`src/rtl/dmem_pkg.sv`:
```
// Shared types and constants for the sequenced data-memory arbiter and the
// pipeline memory stage that consumes its error flag.
package dmem_pkg;

  typedef enum logic [2:0] {
    IDLE,
    CHECK,
    XFER,
    DRAIN,
    RESP
  } state_t;

  localparam int MEM_BYTES_DEFAULT = 4096;

  localparam logic [1:0] STAT_AOK = 2'd1;
  localparam logic [1:0] STAT_ADR = 2'd2;

  // The memory stage reports an address fault as STAT_ADR.
  function automatic logic [1:0] err_to_stat(input logic err);
    return err ? STAT_ADR : STAT_AOK;
  endfunction

endpackage

```
`src/rtl/dmem_seq_arbiter_if.sv`:
```
// Requester-side bundle of the two quadword ports (pipeline and loader/debug).
interface dmem_seq_arbiter_if;

  logic        p0_req;
  logic        p0_we;
  logic [63:0] p0_addr;
  logic [63:0] p0_wdata;
  logic        p0_done;
  logic [63:0] p0_rdata;
  logic        p0_err;

  logic        p1_req;
  logic        p1_we;
  logic [63:0] p1_addr;
  logic [63:0] p1_wdata;
  logic        p1_done;
  logic [63:0] p1_rdata;
  logic        p1_err;

  modport master (
    output p0_req, p0_we, p0_addr, p0_wdata,
    input  p0_done, p0_rdata, p0_err,
    output p1_req, p1_we, p1_addr, p1_wdata,
    input  p1_done, p1_rdata, p1_err
  );

  modport slave (
    input  p0_req, p0_we, p0_addr, p0_wdata,
    output p0_done, p0_rdata, p0_err,
    input  p1_req, p1_we, p1_addr, p1_wdata,
    output p1_done, p1_rdata, p1_err
  );

endinterface

```
`src/rtl/dmem_rr_arbiter.sv`:
```
// Two-way round-robin grant; on a tie the port that did not win last time wins.
module dmem_rr_arbiter (
  input  logic       clk,
  input  logic       rst,
  input  logic [1:0] req,
  input  logic       accept,
  output logic [1:0] gnt
);

  logic last_grant;

  // NOTE: gnt gets a default before the case so every path assigns it and no latch is inferred.
  always_comb begin
    gnt = 2'b00;
    case (req)
      2'b01:   gnt = 2'b01;
      2'b10:   gnt = 2'b10;
      2'b11:   gnt = last_grant ? 2'b01 : 2'b10;
      default: gnt = 2'b00;
    endcase
    if (!accept) gnt = 2'b00;
  end

  always_ff @(posedge clk) begin
    if (rst) begin
      last_grant <= 1'b1;
    end else if (accept && (gnt != 2'b00)) begin
      last_grant <= gnt[1];
    end
  end

endmodule

```
`src/rtl/dmem_seq_arbiter.sv`:
```
// Sequences 64-bit accesses from two ports into 8 little-endian byte beats on a
// byte-wide synchronous-read memory, with range check and a one-cycle done.
module dmem_seq_arbiter
  import dmem_pkg::*;
#(
  parameter int MEM_BYTES = MEM_BYTES_DEFAULT,
  parameter int AW        = 12
) (
  input  logic                clk,
  input  logic                rst,
  dmem_seq_arbiter_if.slave   bus,
  output logic                busy,
  output logic [AW-1:0]       mem_addr,
  output logic                mem_we,
  output logic [7:0]          mem_wdata,
  input  logic [7:0]          mem_rdata
);

  state_t      state;
  logic [2:0]  beat;
  logic [2:0]  beat_nxt;
  logic        sel;
  logic        lat_we;
  logic [63:0] lat_addr;
  logic [63:0] lat_wdata;
  logic [55:0] rd_acc;
  logic [1:0]  done_q;
  logic [1:0]  err_q;
  logic [63:0] rdata0_q;
  logic [63:0] rdata1_q;
  logic [1:0]  gnt;

  assign beat_nxt = beat + 3'd1;

  dmem_rr_arbiter u_rr (
    .clk    (clk),
    .rst    (rst),
    .req    ({bus.p1_req, bus.p0_req}),
    .accept (state == IDLE),
    .gnt    (gnt)
  );

  // NOTE: all state below uses non-blocking assignments so every register samples pre-edge values.
  always_ff @(posedge clk) begin
    if (rst) begin
      state     <= IDLE;
      beat      <= 3'd0;
      sel       <= 1'b0;
      lat_we    <= 1'b0;
      lat_addr  <= '0;
      lat_wdata <= '0;
      rd_acc    <= '0;
      done_q    <= 2'b00;
      err_q     <= 2'b00;
      rdata0_q  <= '0;
      rdata1_q  <= '0;
      mem_addr  <= '0;
      mem_we    <= 1'b0;
      mem_wdata <= '0;
    end else begin
      case (state)
        IDLE: begin
          if (gnt != 2'b00) begin
            sel       <= gnt[1];
            lat_we    <= gnt[1] ? bus.p1_we    : bus.p0_we;
            lat_addr  <= gnt[1] ? bus.p1_addr  : bus.p0_addr;
            lat_wdata <= gnt[1] ? bus.p1_wdata : bus.p0_wdata;
            state     <= CHECK;
          end
        end
        CHECK: begin
          // Full 64-bit compare, so high address bits can never alias into range.
          if (lat_addr > 64'(MEM_BYTES - 8)) begin
            done_q[sel] <= 1'b1;
            err_q[sel]  <= 1'b1;
            state       <= RESP;
          end else begin
            beat      <= 3'd0;
            rd_acc    <= '0;
            mem_addr  <= lat_addr[AW-1:0];
            mem_we    <= lat_we;
            mem_wdata <= lat_wdata[7:0];
            state     <= XFER;
          end
        end
        XFER: begin
          // Read data lags the address by one cycle; bytes shift in from the top.
          if (beat != 3'd0) rd_acc <= {mem_rdata, rd_acc[55:8]};
          if (beat == 3'd7) begin
            mem_we <= 1'b0;
            state  <= DRAIN;
          end else begin
            beat      <= beat_nxt;
            mem_addr  <= lat_addr[AW-1:0] + AW'(beat_nxt);
            mem_wdata <= lat_wdata[{beat_nxt, 3'b000} +: 8];
          end
        end
        DRAIN: begin
          done_q[sel] <= 1'b1;
          if (sel) rdata1_q <= lat_we ? 64'd0 : {mem_rdata, rd_acc};
          else     rdata0_q <= lat_we ? 64'd0 : {mem_rdata, rd_acc};
          state <= RESP;
        end
        RESP: begin
          done_q   <= 2'b00;
          err_q    <= 2'b00;
          rdata0_q <= '0;
          rdata1_q <= '0;
          state    <= IDLE;
        end
        default: state <= IDLE;
      endcase
    end
  end

  assign busy         = (state != IDLE);
  assign bus.p0_done  = done_q[0];
  assign bus.p0_err   = err_q[0];
  assign bus.p0_rdata = rdata0_q;
  assign bus.p1_done  = done_q[1];
  assign bus.p1_err   = err_q[1];
  assign bus.p1_rdata = rdata1_q;

endmodule

```
`src/flat_wrapper.sv`:
```
// flat-port wrapper written by rule: the top's interface ports become plain ports
module dmem_seq_arbiter_flat import dmem_pkg::*;
#(
  parameter int MEM_BYTES = MEM_BYTES_DEFAULT,
  parameter int AW        = 12
)
  (clk, rst, busy, mem_addr, mem_we, mem_wdata, mem_rdata, bus_p0_req, bus_p0_we, bus_p0_addr, bus_p0_wdata, bus_p0_done, bus_p0_rdata, bus_p0_err, bus_p1_req, bus_p1_we, bus_p1_addr, bus_p1_wdata, bus_p1_done, bus_p1_rdata, bus_p1_err);
  dmem_seq_arbiter_if bus_i ();
  input  logic clk;
  input  logic rst;
  output logic busy;
  output logic [AW-1:0] mem_addr;
  output logic mem_we;
  output logic [7:0] mem_wdata;
  input  logic [7:0] mem_rdata;
  input wire logic [$bits(bus_i.p0_req)-1:0] bus_p0_req;
  input wire logic [$bits(bus_i.p0_we)-1:0] bus_p0_we;
  input wire logic [$bits(bus_i.p0_addr)-1:0] bus_p0_addr;
  input wire logic [$bits(bus_i.p0_wdata)-1:0] bus_p0_wdata;
  output wire logic [$bits(bus_i.p0_done)-1:0] bus_p0_done;
  output wire logic [$bits(bus_i.p0_rdata)-1:0] bus_p0_rdata;
  output wire logic [$bits(bus_i.p0_err)-1:0] bus_p0_err;
  input wire logic [$bits(bus_i.p1_req)-1:0] bus_p1_req;
  input wire logic [$bits(bus_i.p1_we)-1:0] bus_p1_we;
  input wire logic [$bits(bus_i.p1_addr)-1:0] bus_p1_addr;
  input wire logic [$bits(bus_i.p1_wdata)-1:0] bus_p1_wdata;
  output wire logic [$bits(bus_i.p1_done)-1:0] bus_p1_done;
  output wire logic [$bits(bus_i.p1_rdata)-1:0] bus_p1_rdata;
  output wire logic [$bits(bus_i.p1_err)-1:0] bus_p1_err;
  assign bus_i.p0_req = bus_p0_req;
  assign bus_i.p0_we = bus_p0_we;
  assign bus_i.p0_addr = bus_p0_addr;
  assign bus_i.p0_wdata = bus_p0_wdata;
  assign bus_p0_done = bus_i.p0_done;
  assign bus_p0_rdata = bus_i.p0_rdata;
  assign bus_p0_err = bus_i.p0_err;
  assign bus_i.p1_req = bus_p1_req;
  assign bus_i.p1_we = bus_p1_we;
  assign bus_i.p1_addr = bus_p1_addr;
  assign bus_i.p1_wdata = bus_p1_wdata;
  assign bus_p1_done = bus_i.p1_done;
  assign bus_p1_rdata = bus_i.p1_rdata;
  assign bus_p1_err = bus_i.p1_err;
  dmem_seq_arbiter #(.MEM_BYTES(MEM_BYTES), .AW(AW)) u_core (.clk(clk), .rst(rst), .bus(bus_i), .busy(busy), .mem_addr(mem_addr), .mem_we(mem_we), .mem_wdata(mem_wdata), .mem_rdata(mem_rdata));
endmodule
```
`config.mk`:
```
export PLATFORM = sky130hd
export DESIGN_NAME = dmem_seq_arbiter_flat
export DESIGN_NICKNAME = d
export VERILOG_FILES = /design/src/rtl/dmem_pkg.sv /design/src/rtl/dmem_seq_arbiter_if.sv /design/src/rtl/dmem_rr_arbiter.sv /design/src/rtl/dmem_seq_arbiter.sv /design/src/flat_wrapper.sv
export SDC_FILE = /design/constraint.sdc
export NUM_CORES = 1
export LEC_CHECK = 0
export CORE_ASPECT_RATIO = 1.1
export CORE_MARGIN = 3
export CORE_UTILIZATION = 50
export DETAILED_ROUTE_END_ITERATION = 12
export GPL_TIMING_DRIVEN = 0
export PLACE_DENSITY = 0.86
export SETUP_SLACK_MARGIN = 0.02
export SYNTH_ARGS = -nofsm -noshare
export SYNTH_HDL_FRONTEND = slang
export SYNTH_SLANG_ARGS = --single-unit
```
`constraint.sdc`:
```
create_clock -name clk -period 7.1 [get_ports clk]
set_clock_uncertainty 0.15 [all_clocks]
set_input_delay 1.42 -clock clk [delete_from_list [all_inputs] [get_ports clk]]
set_output_delay 1.42 -clock clk [all_outputs]
set_load 0.005 [all_outputs]
```
* Word level (Yosys, flattened, before mapping)
Index checks and enable logic that the tools add are counted.
** Cells by class
- Add/sub/neg operators :: 2
- Magnitude comparators :: 3
- Equality and inequality tests :: 16
- Shift operators :: 1
- Muxes and demuxes :: 36
- Bitwise operators :: 2
- Reductions and logical operators :: 19
** Operators with widths (count)
- 64-bit 2-to-1 mux :: 5
- 64-bit one-hot mux with 2 select lines :: 2
- 56-bit 2-to-1 mux :: 2
- 56-bit one-hot mux with 2 select lines :: 1
- 64-bit by 12-bit > comparator with 1-bit output (second input constant) :: 1
- 64-bit by 7-bit indexed part select with 8-bit output :: 1
- 12-bit 2-to-1 mux :: 2
- 12-bit one-hot mux with 2 select lines :: 1
- 8-bit 2-to-1 mux :: 2
- 8-bit one-hot mux with 2 select lines :: 1
- 3-bit 2-to-1 mux :: 5
- 12-bit by 3-bit adder with 12-bit output :: 1
- 2-bit one-hot mux with 3 select lines :: 2
- 3-bit one-hot mux with 4 select lines :: 1
- 2-bit AND reduction :: 6
- 2-bit by 1-bit inequality test with 1-bit output (second input constant) :: 5
- 3-bit AND reduction :: 3
- 3-bit nonzero test :: 3
- 2-bit 2-to-1 mux :: 4
- 2-bit nonzero test :: 4
- 3-bit by 2-bit equality test with 1-bit output (second input constant) :: 2
- 3-bit equality test (second input constant) :: 2
- 2-bit inequality test (second input constant) :: 3
- 3-bit one-hot mux with 2 select lines :: 1
- 13 further kinds :: 19
** Storage, ports and cells
- Register bits :: 346
- Input port bits :: 270
- Output and inout port bits :: 154
- Logic and storage cells :: 94

* Longest topological paths before layout
Gate-level depths: netlist (run 1).
- Word-level depth :: 7
- Mapped depth :: 11

* Hierarchy
Synthesis (run 1) repeated with hierarchy kept, for this count alone.
** Unflattened totals
- Cell total of the unflattened synthesis :: 1671
- Area, all modules :: 14699.1 µm²
** Modules (own cells, without submodules)
- dmem_seq_arbiter :: times used 1, cells an instance 1663, area an instance 14640.3 µm²
- dmem_rr_arbiter :: times used 1, cells an instance 8, area an instance 58.8 µm²

* Worst setup path after synthesis (run 1)
No wires, ideal clock.
- Kind :: flip-flop to flip-flop
- Start :: register u_core.beat[0]
- End :: register u_core.mem_wdata[0]
- Setup time :: 0.132 ns
- Data arrival time :: 3.062 ns
- Data required time :: 6.818 ns
- Slack :: 3.756 ns
- Cell stages (with the launch flop) :: 12
- Buffers on the path :: 4
- Period minus slack after synthesis :: 3.344 ns
- Cell sequence :: dfxtp_1 > clkbuf_1 > buf_1 > inv_1 > ha_1 > clkbuf_1 > buf_2 > mux4_2 > mux2i_1 > nand2_1 > o221ai_1 > a21oi_1
** Between the ends
- Word-level cells in the longest chain between the ends :: 4
- Elaborated cells between the ends (all ways) :: 7
** Ends and longest elaborated chain
- start, declared :: line dmem_seq_arbiter.sv:20 : logic [2:0] beat;
- start signal, assigned :: line dmem_seq_arbiter.sv:93 : beat <= beat_nxt;
- 3-bit by 1-bit adder with 3-bit output :: line dmem_seq_arbiter.sv:33 : assign beat_nxt = beat + 3'd1;
- 64-bit by 7-bit indexed part select with 8-bit output :: line dmem_seq_arbiter.sv:95 : mem_wdata <= lat_wdata[{beat_nxt, 3'b000} +: 8];
- 8-bit 2-to-1 mux :: line dmem_seq_arbiter.sv:89 : if (beat == 3'd7) begin
- 8-bit one-hot mux with 2 select lines :: line dmem_seq_arbiter.sv:61 : case (state)
- end signal, assigned :: line dmem_seq_arbiter.sv:82 : mem_wdata <= lat_wdata[7:0];
- end signal, assigned :: line dmem_seq_arbiter.sv:95
- end, declared :: line dmem_seq_arbiter.sv:15 : output logic [7:0] mem_wdata,
Parallel ways exist; a longest one is shown, timed or not. The select of a mux whose other input is x is not followed.
A chain may end at the register's enable or synchronous reset.

* Final worst setup path (run 1)
- Start :: register u_core.beat[0]
- End :: register u_core.mem_wdata[6]
The elaborated chain is that of the path after synthesis.

==> results of run 1 <==
## sequential cells by signal, indices dropped and copies added (netlist names)
register,cells
u_core.lat_addr,64
u_core.bus.p0_rdata,64
u_core.mem_we,1
u_core.mem_wdata,8
u_core.u_rr.last_grant,1
u_core.rd_acc,56
u_core.lat_we,1
u_core.mem_addr,12
u_core.lat_wdata,64
u_core.err_q,2
u_core.state,3
u_core.done_q,2
u_core.bus.p1_rdata,64
u_core.sel,1
u_core.beat,3
## cells by family after synthesis
kind of cell	after synthesis	share of synthesized area (%)
buffers and inverters	156	4.327
adders and majority gates	7	0.6711
AOI/OAI and AO/OA	364	18.03
and+or+nand+nor	475	15.11
DFF	346	48.88
xor gates and xnor gates	10	0.6181
muxes	155	12.36
## layout make-up
cell class                 count  area share [%]
multi-input combinational   1011           33.12
tap                          363           2.267
sequential                   346           34.57
inverter                       6          0.1124
buffer                       150           2.948
antenna                        6         0.07494
timing repair buffer         422           21.08
clock buffer                  49           5.033
clock inverter                13          0.7869
## critical path: stages (launching register included)
cell	delay [ns]
dfxtp_1	0.34
clkbuf_1	0.47
buf_1	0.55
inv_1	0.20
ha_1	0.41
clkbuf_1	0.50
buf_2	0.46
mux4_2	0.56
mux2i_1	0.14
nand2_1	0.07
o221ai_1	0.11
a21oi_1	0.10
## report_power, final
group / internal (mW) / switching [mW]
clock network: 1.11 / 0.765
logic: 0.293 / 0.307
registers: 2.03 / 0.0663
total: 3.43 / 1.14
## path summary, 6_finish.rpt
| path | to | slack, ns | cells after the start |
|---|---|---|---|
| worst max-delay path | u_core.mem_wdata[6] | 2.90 | 11 |
| worst min-delay path | u_core.mem_wdata[0] | 0.31 | 2 |
| worst max register to register | u_core.mem_wdata[6] | 2.90 | 11 |
| worst min register to register | u_core.mem_wdata[0] | 0.31 | 2 |
## per-layer routing
layer / GRT usage, % / vias to the layer above
met4: 18.61 / 2
met5: 0 / -
li1: - / 6537
met2: 56.85 / 782
met1: 33.69 / 6625
met3: 5.698 / 173
## through the flow
stage	hold slack [ns]	power [mW]	std cells	util (%)
2_1_floorplan	0.2908	2.439	1513	-
5_1_grt	0.3363	4.720	2365	71.89
4_1_cts	0.3145	4.573	2360	71.84
6_report	0.3118	4.572	2366	71.90
3_5_place_dp	0.3047	2.732	2298	67.66
3_3_place_gp	0.3016	2.711	2298	67.64
## cells in the mapped netlist (9+ instances only)
cell | n | area (um^2)
a211oi_1 | 140 | 1051
a21oi_1 | 75 | 375.4
a22oi_1 | 128 | 960.9
buf_1 | 15 | 56.30
buf_2 | 10 | 50.05
clkbuf_1 | 123 | 461.7
dfxtp_1 | 346 | 6927
mux2i_1 | 139 | 1391
mux4_2 | 16 | 360.4
nand2_1 | 21 | 78.83
nand3_1 | 74 | 370.4
nand4_1 | 61 | 381.6
nor2_1 | 271 | 1017
nor3_1 | 18 | 90.09
nor4_1 | 16 | 100.1
o221ai_1 | 9 | 78.83
==> flow_metrics.env, run 1 <==
export IMPL_synth_area_um2=14170
export IMPL_cts_tree="yes"
export IMPL_cts_resized=0
export IMPL_multi_input_area_um2=6636
export IMPL_arrival_ns=4.43
export IMPL_core_area_um2=27870
export IMPL_worstMarginPinSlew_ns=1.367
export IMPL_antenna_found_initial=6
export IMPL_async_flop_share_pct=0
export IMPL_synth_fp_nets=1790
export IMPL_outcome="finished, final reports clean"
export IMPL_start_util_pct=50.85
export IMPL_grt_pass1_vias=14090
export IMPL_synth_ff_latch_count=346
export IMPL_cts_hold_buffers=0
export IMPL_p_per_area_nw_per_um2=228.2
export IMPL_mostFrequentLayoutCells="clkdlybuf4s50_1, dfxtp_1, nor2_1"
export IMPL_maxCapViolCount=0
export IMPL_wire_per_inst_um=21.10
export IMPL_dr_pass1_iters=5
export IMPL_fin_crit_sh_pct=59.23
export IMPL_min_period_ns=4.205
export IMPL_finish_instance_area_um2=20040
export IMPL_syn_to_final_growth_pct=41.40
export IMPL_cp_start_kind="flip-flop"
export IMPL_postCtsSetupRepairBufs=0
export IMPL_grt_pass1_wl_um=76330
export IMPL_grt_usage_pct=31.19
export IMPL_irDropWorstVdd_v=0.0001901
export IMPL_rsz0062_at_grt="false"
export IMPL_hp_class="reg2reg"
export IMPL_r2r_start="u_core.beat[0]"
export IMPL_die_x_um=166.5
export IMPL_crit_required_ns=7.32
export IMPL_cp_max_fo=10
export IMPL_num_io_pins=424
export IMPL_grt_max_degree=16
export IMPL_synthFlopType="dfxtp_1"
export IMPL_drive_gt1_share_pct=4.407
export IMPL_yosys_warnings=0
export IMPL_finalSetupTns_ns=0
export IMPL_placed_area_um2=18850
export IMPL_path_class="reg2reg"
export IMPL_wl_um=49930
export IMPL_cts_buffers=35
export IMPL_fmax_mhz=237.8
export IMPL_route_detailed_drc=0
export IMPL_met1_length_um=17560
export IMPL_met3RoutedLength_um=3754
export IMPL_ff_latch_area_um2=6927
export IMPL_cts_root_buf="clkbuf_16"
export IMPL_drtIter0Drc=1245
export IMPL_end_kind="flip-flop"
export IMPL_rows=64
export IMPL_syn_inst=1513
export IMPL_io_buffers=422
export IMPL_h_tree_depth=2
export IMPL_clkLatencyLatePin_ns=0.52
export IMPL_dieArea_um2=30400
export IMPL_clock_sinks=346
export IMPL_wl_met2_um=25560
export IMPL_critPathLaunch="u_core.beat[0]"
export IMPL_relSlewSlack_pct=8.899
export IMPL_power_leakage_nw=7.497
export IMPL_synth_yosys_seq_area_share_pct=48.88
export IMPL_hold_violations=0
export IMPL_final_common_cell="clkdlybuf4s50_1"
export IMPL_min_from="u_core.mem_wdata[0]"
export IMPL_synth_edf_count=0
export IMPL_synth_area_per_cell_um2=9.365
export IMPL_gp_congestion=0.8758
export IMPL_dpl_hpwl_um=38340
export IMPL_die_y_um=182.6
export IMPL_setup_viol=0
export IMPL_drtAntennaViolNets=0
export IMPL_synth_cell_types=38
export IMPL_dpl_worst_slack_ns=2.935
export IMPL_vias_per_cell=5.967
export IMPL_fill_cells=2069
export IMPL_drv_slew=0
export IMPL_vias=14120
export IMPL_grt_ovfl_total=0
export IMPL_clockBufferDepth=3
export IMPL_cts_clk_slew_worst_paths_ns=0.06
export IMPL_maxUsedRoutingLayer="met5"
export IMPL_worst_slack_ns=2.895
export IMPL_fin_nets=2249
Power figures use the tool's default switching activity.
==> inputs of run 2 (changes only) <==
Settings changed: CORE_UTILIZATION 50 to 43, PLACE_DENSITY 0.86 to 0.79.
Clock period 7.1 ns to 3.4 ns, I/O delays scaled along.
==> run 2 against run 1 <==
Sequential cell count unchanged. First-iteration DRC count down 15%. Sequential power up 110%. Fmax up 30%. Routed wire length up 0.87%. Via count down 2.2%. Sequential share of layout area down 0.25 points. Total power up 110%. Cell count up 2.5%. Worst hold slack better by 0.0015 ns. Clock-buffer cell count down 1. Critical endpoint is now u_core.mem_wdata[5]. Largest power group unchanged.
==> flow_metrics.env, run 2 (synthesis results as in run 1) <==
export IMPL_wire_per_inst_um=20.77
export IMPL_dr_pass1_iters=5
export IMPL_grt_pass1_wl_um=75200
export IMPL_io_buffers=422
export IMPL_vias_per_cell=5.695
export IMPL_final_common_cell="clkdlybuf4s50_1"
export IMPL_cpMostUsedCell="clkbuf_4"
export IMPL_final_cells=2425
export IMPL_cts_buffers=37
export IMPL_cp_slowest_cell="mux4_2"
export IMPL_rsz0062_at_grt="false"
export IMPL_rows=69
export IMPL_drtIter0Drc=1056
export IMPL_grt_ovfl_total=0
export IMPL_die_y_um=196.4
export IMPL_clockBufferDepth=3
export IMPL_fmax_mhz=310.2
export IMPL_critPathLaunch="u_core.beat[0]"
export IMPL_setup_viol=0
export IMPL_worstMarginPinSlew_ns=1.363
export IMPL_worstReg2RegEnd="u_core.mem_wdata[5]"
export IMPL_max_stage_delay_ns=0.54
export IMPL_arrival_ns=3.44
export IMPL_placed_cells=2361
export IMPL_relSlewSlack_pct=8.781
export IMPL_num_io_pins=424
export IMPL_r2r_start="u_core.beat[0]"
export IMPL_postCtsSetupRepairBufs=0
export IMPL_die_x_um=179.1
export IMPL_min_period_ns=3.223
export IMPL_end_kind="flip-flop"
export IMPL_crit_family="buffers and inverters"
export IMPL_grt_usage_pct=27.34
export IMPL_cp_num_buf_inv=5
export IMPL_syn_to_final_growth_pct=42.43
export IMPL_fin_crit_sh_pct=94.80
export IMPL_gp_congestion=0.8725
export IMPL_cp_max_fo=10
export IMPL_route_detailed_drc=0
export IMPL_cts_clk_slew_worst_paths_ns=0.06
export IMPL_ff2ff_path_depth=11
export IMPL_worstHoldEndpoint="u_core.mem_wdata[6]"
export IMPL_clkLatencyLatePin_ns=0.51
export IMPL_min_from="u_core.mem_wdata[6]"
export IMPL_antenna_found_initial=2
export IMPL_core_area_um2=32370
export IMPL_cp_start_kind="flip-flop"
export IMPL_fill_cells=2694
export IMPL_path_cells="clkbuf_2 -> clkbuf_4 -> inv_1 -> ha_1 -> clkbuf_4 -> buf_4 -> mux4_2 -> mux2i_1 -> nand2_1 -> o221ai_1 -> a21oi_1"
export IMPL_dieArea_um2=35170
export IMPL_grt_pass1_vias=13590
export IMPL_dpl_worst_slack_ns=-0.7570
export IMPL_outcome="finished, final reports clean"
export IMPL_path_class="reg2reg"
export IMPL_drtAntennaViolNets=0
export IMPL_clock_sinks=346
export IMPL_min_path_cells=2
export IMPL_p_per_area_nw_per_um2=480.5
export IMPL_dpl_hpwl_um=39270
export IMPL_drv_slew=0
export IMPL_hold_violations=0
export IMPL_power_leakage_nw=7.538
export IMPL_drive_gt1_share_pct=4.707
export IMPL_start_util_pct=43.77
export IMPL_r2r_setup_slack_ns=0.18
export IMPL_h_tree_depth=2
export IMPL_worst_slack_ns=0.1767
export IMPL_crit_required_ns=3.62
export IMPL_maxCapViolCount=0
export IMPL_hp_class="reg2reg"
export IMPL_wl_um=50370
export IMPL_cts_tree="yes"
export IMPL_vias=13810
export IMPL_finalSetupTns_ns=0
export IMPL_mostFrequentLayoutCells="clkdlybuf4s50_1, dfxtp_1, nor2_1"
export IMPL_cts_root_buf="clkbuf_16"
export IMPL_fin_nets=2251
export IMPL_grt_max_degree=14
export IMPL_irDropWorstVdd_v=0.0002758
## run 2: cell types whose count changed in the layout (fill, tap and decap cells not counted), sizes merged
cell    previous run  this run
buf               27        26
inv               10         9
clkinv             5         6
diode              6         2
bufinv             3         4
## run 2: cell type report
class	instances	area (um^2)	area share (%)
Inverter	6	22.52	0.1116
Clock inverter	14	191.4	0.9485
Buffer	150	601.8	2.982
Antenna cell	2	5.005	0.02480
Timing Repair Buffer	422	4224	20.93
Clock buffer	48	1037	5.139
Multi-Input combinational cell	1011	6640	32.90
Tap cell	426	533.0	2.641
Sequential cell	346	6927	34.32
## run 2: worst max-delay path by stage
stage / end / slack, ns / cells after the start
2_1_floorplan: u_core.mem_wdata[0] / 0.06 / 11
3_3_place_gp: u_core.mem_wdata[6] / -0.73 / 11
6_report: u_core.mem_wdata[5] / 0.18 / 11
4_1_cts: u_core.mem_wdata[3] / 0.07 / 11
3_5_place_dp: u_core.mem_wdata[3] / -0.76 / 11
5_1_grt: u_core.mem_wdata[5] / 0.004 / 11
## run 2: layer usage
metal / GRT usage [%] / share of wire [%]
met5: 0 / 0.022
met4: 11.81 / 4.6
met3: 4.952 / 7.4
met2: 50.30 / 52
met1: 30.60 / 36
## run 2: what timing repair did
item / CTS / global route
cloned: 0 / 0
setup endpoints to repair: 11 / 8
hold buffers: 0 / 0
resized for setup: 4 / 3
## run 2: tightest hold or removal path, stage by stage, from the launching register on
cell     delay (ns)
dfxtp_1        0.31
nand3_1        0.06
a21oi_1        0.05
## run 2: report_power, final
group          internal (mW)  switching (mW)  leakage (nW)  total, mW
registers               4.25           0.132          2.82       4.38
logic                  0.612           0.640          4.11       1.25
clock network           2.46            1.61         0.605       4.07
total                   7.32            2.38          7.54       9.70
## run 2: per-stage QoR
step	utilization [%]	power (mW)	instance area, um^2	hold WS, ns
CTS	62.31	9.738	20170	0.3177
finish	62.34	9.697	20180	0.3133
detailed placement	58.49	5.711	18940	0.3097
global route	62.32	10.05	20180	0.3397
global placement	58.46	5.674	18930	0.3023
floorplan	-	5.094	14170	0.2908
==> inputs of run 3 (changes only) <==
Settings changed: REMOVE_ABC_BUFFERS from default to 1.
==> run 3 against run 2 <==
First-iteration DRC count up 6.8%. Fmax increased by 0.85%. Sequential cell count unchanged. Critical path depth shrank 8. Utilization decreased by 0.20 points. Critical path type is now reg2out.
==> flow_metrics.env, run 3 (synthesis results as in run 1) <==
export IMPL_outcome="finished, final reports clean"
export IMPL_clockBufferDepth=3
export IMPL_grt_pass1_wl_um=70080
export IMPL_die_y_um=196.4
export IMPL_cp_slowest_cell="nor3_1"
export IMPL_drtIter0Drc=1128
export IMPL_internal_power_mw=7.112
export IMPL_hold_violations=0
export IMPL_gp_congestion=0.7927
export IMPL_setup_viol=0
export IMPL_postCtsSetupRepairBufs=0
export IMPL_core_area_um2=32370
export IMPL_p_total_mw=9.412
export IMPL_worstHoldEndpoint="u_core.mem_wdata[6]"
export IMPL_route_detailed_drc=0
export IMPL_wire_per_inst_um=20.04
export IMPL_hold_slack_ns=0.3150
export IMPL_fin_util_pct=62.14
export IMPL_cts_buffers=36
export IMPL_cp_max_fo=24
export IMPL_worstMarginPinSlew_ns=0.8913
export IMPL_drive_gt1_share_pct=6.040
export IMPL_placed_cells=2237
export IMPL_hp_class="reg2reg"
export IMPL_vias_per_cell=5.729
export IMPL_h_tree_depth=2
export IMPL_fin_crit_sh_pct=94.00
export IMPL_r2r_setup_slack_ns=0.27
export IMPL_cts_clk_slew_worst_paths_ns=0.06
export IMPL_final_cells=2299
export IMPL_fmax_mhz=312.9
export IMPL_grt_usage_pct=24.95
export IMPL_crit_required_ns=2.57
export IMPL_num_io_pins=424
export IMPL_clkLatencyLatePin_ns=0.51
export IMPL_rows=69
export IMPL_vias=13170
export IMPL_swShare_pct=24.43
export IMPL_grt_ovfl_total=0
export IMPL_min_path_cells=2
export IMPL_max_stage_delay_ns=0.64
export IMPL_cts_tree="yes"
export IMPL_power_switching_mw=2.300
export IMPL_wl_um=46070
export IMPL_fin_nets=2126
export IMPL_dr_pass1_iters=5
export IMPL_maxCapViolCount=0
export IMPL_final_common_cell="clkdlybuf4s50_1"
export IMPL_worstReg2RegEnd="u_core.mem_addr[6]"
export IMPL_cts_root_buf="clkbuf_16"
export IMPL_dieArea_um2=35170
export IMPL_mostFrequentLayoutCells="clkdlybuf4s50_1, dfxtp_1, nor2_1"
export IMPL_relSlewSlack_pct=40.58
export IMPL_irDropWorstVdd_v=0.0003342
export IMPL_min_period_ns=3.196
export IMPL_grt_max_degree=158
export IMPL_start_util_pct=43.77
export IMPL_crit_family="buffers and inverters"
export IMPL_combPwrFrac_pct=13.1
export IMPL_rsz0062_at_grt="false"
export IMPL_grt_pass1_vias=12710
export IMPL_dpl_hpwl_um=32350
export IMPL_syn_to_final_growth_pct=41.97
export IMPL_power_leakage_nw=7.518
export IMPL_die_x_um=179.1
export IMPL_drv_slew=0
export IMPL_cts_hold_buffers=0
export IMPL_clock_sinks=346
export IMPL_pwr_share_seq_pct=46.4
export IMPL_antenna_found_initial=4
export IMPL_cp_start_kind="flip-flop"
export IMPL_drtAntennaViolNets=0
export IMPL_path_cells="nor3_1 -> inv_1 -> clkdlybuf4s50_1"
export IMPL_power_frac_clock_pct=40.5
export IMPL_end_kind="output port"
export IMPL_path_class="reg2out"
export IMPL_io_buffers=423
export IMPL_arrival_ns=2.37
export IMPL_cts_resized=2
export IMPL_ff2ff_path_depth=6
export IMPL_r2r_start="u_core.lat_addr[24]"
export IMPL_cp_num_buf_inv=2
export IMPL_finalSetupTns_ns=0
export IMPL_min_from="u_core.mem_wdata[6]"
export IMPL_p_per_area_nw_per_um2=467.9
==> run 3: cell types whose count changed in the layout (fill, tap and decap cells not counted), moves of 3 or more <==
cell,change
clkbuf_1,-116
buf_1,-14
buf_12,+14
buf_2,-9
buf_16,+7
nor2_1,-5
clkbuf_8,-4
nor2_4,+4
buf_8,+3
==> run 3: area by class of cell <==
cell class / count / area [um^2]
Antenna cell: 2 / 5.005
Multi-Input combinational cell: 1011 / 6748
Tap cell: 426 / 533.0
Clock buffer: 49 / 1001
Timing Repair Buffer: 448 / 4757
Clock inverter: 11 / 121.4
Fill cell: 2643 / 12260
Sequential cell: 346 / 6929
Inverter: 6 / 22.52
==> run 3: through the flow <==
stage	cell area [um^2]	setup slack [ns]
global route	20110	0.07511
finish	20120	0.2040
floorplan	13580	-6.878
global placement	18350	-10.42
CTS	20100	0.06638
detailed placement	18970	-0.7485
==> run 3: power groups by stage <==
stage / Combinational, mW / Clock (mW) / Sequential, mW
2_1_floorplan: 0.788 / 0 / 4.42
3_3_place_gp: 1.41 / 0 / 4.45
3_5_place_dp: 1.23 / 0 / 4.45
4_1_cts: 1.24 / 3.88 / 4.36
5_1_grt: 1.34 / 4.05 / 4.38
6_report: 1.23 / 3.81 / 4.37
==> run 3: worst max-delay path by stage <==
stage | start | endpoint | slack [ns] | depth (start not counted)
after floorplan | u_core.state[1] | u_core.lat_addr[0] | -6.88 | 4
after global placement | u_core.state[1] | u_core.lat_wdata[30] | -10.42 | 4
after detailed placement | u_core.beat[0] | u_core.mem_addr[9] | -0.75 | 8
after CTS | u_core.beat[0] | u_core.mem_addr[6] | 0.07 | 8
after global routing | u_core.beat[0] | u_core.mem_addr[6] | 0.08 | 8
final | u_core.state[1] | busy | 0.20 | 3
==> run 3: per-layer routing <==
metal  GRT usage (%)  share of wire (%)  routed length, um
met1           30.33                 38              17500
met2           43.00                 50              22870
met3           5.954                8.8               4072
met4           8.920                3.5               1623
met5               0              0.015                  7
==> run 3: tightest hold or removal path: stages, from the launching register on <==
cell and delay [ns]:
dfxtp_1 0.31, nand3_1 0.06, a21oi_1 0.05
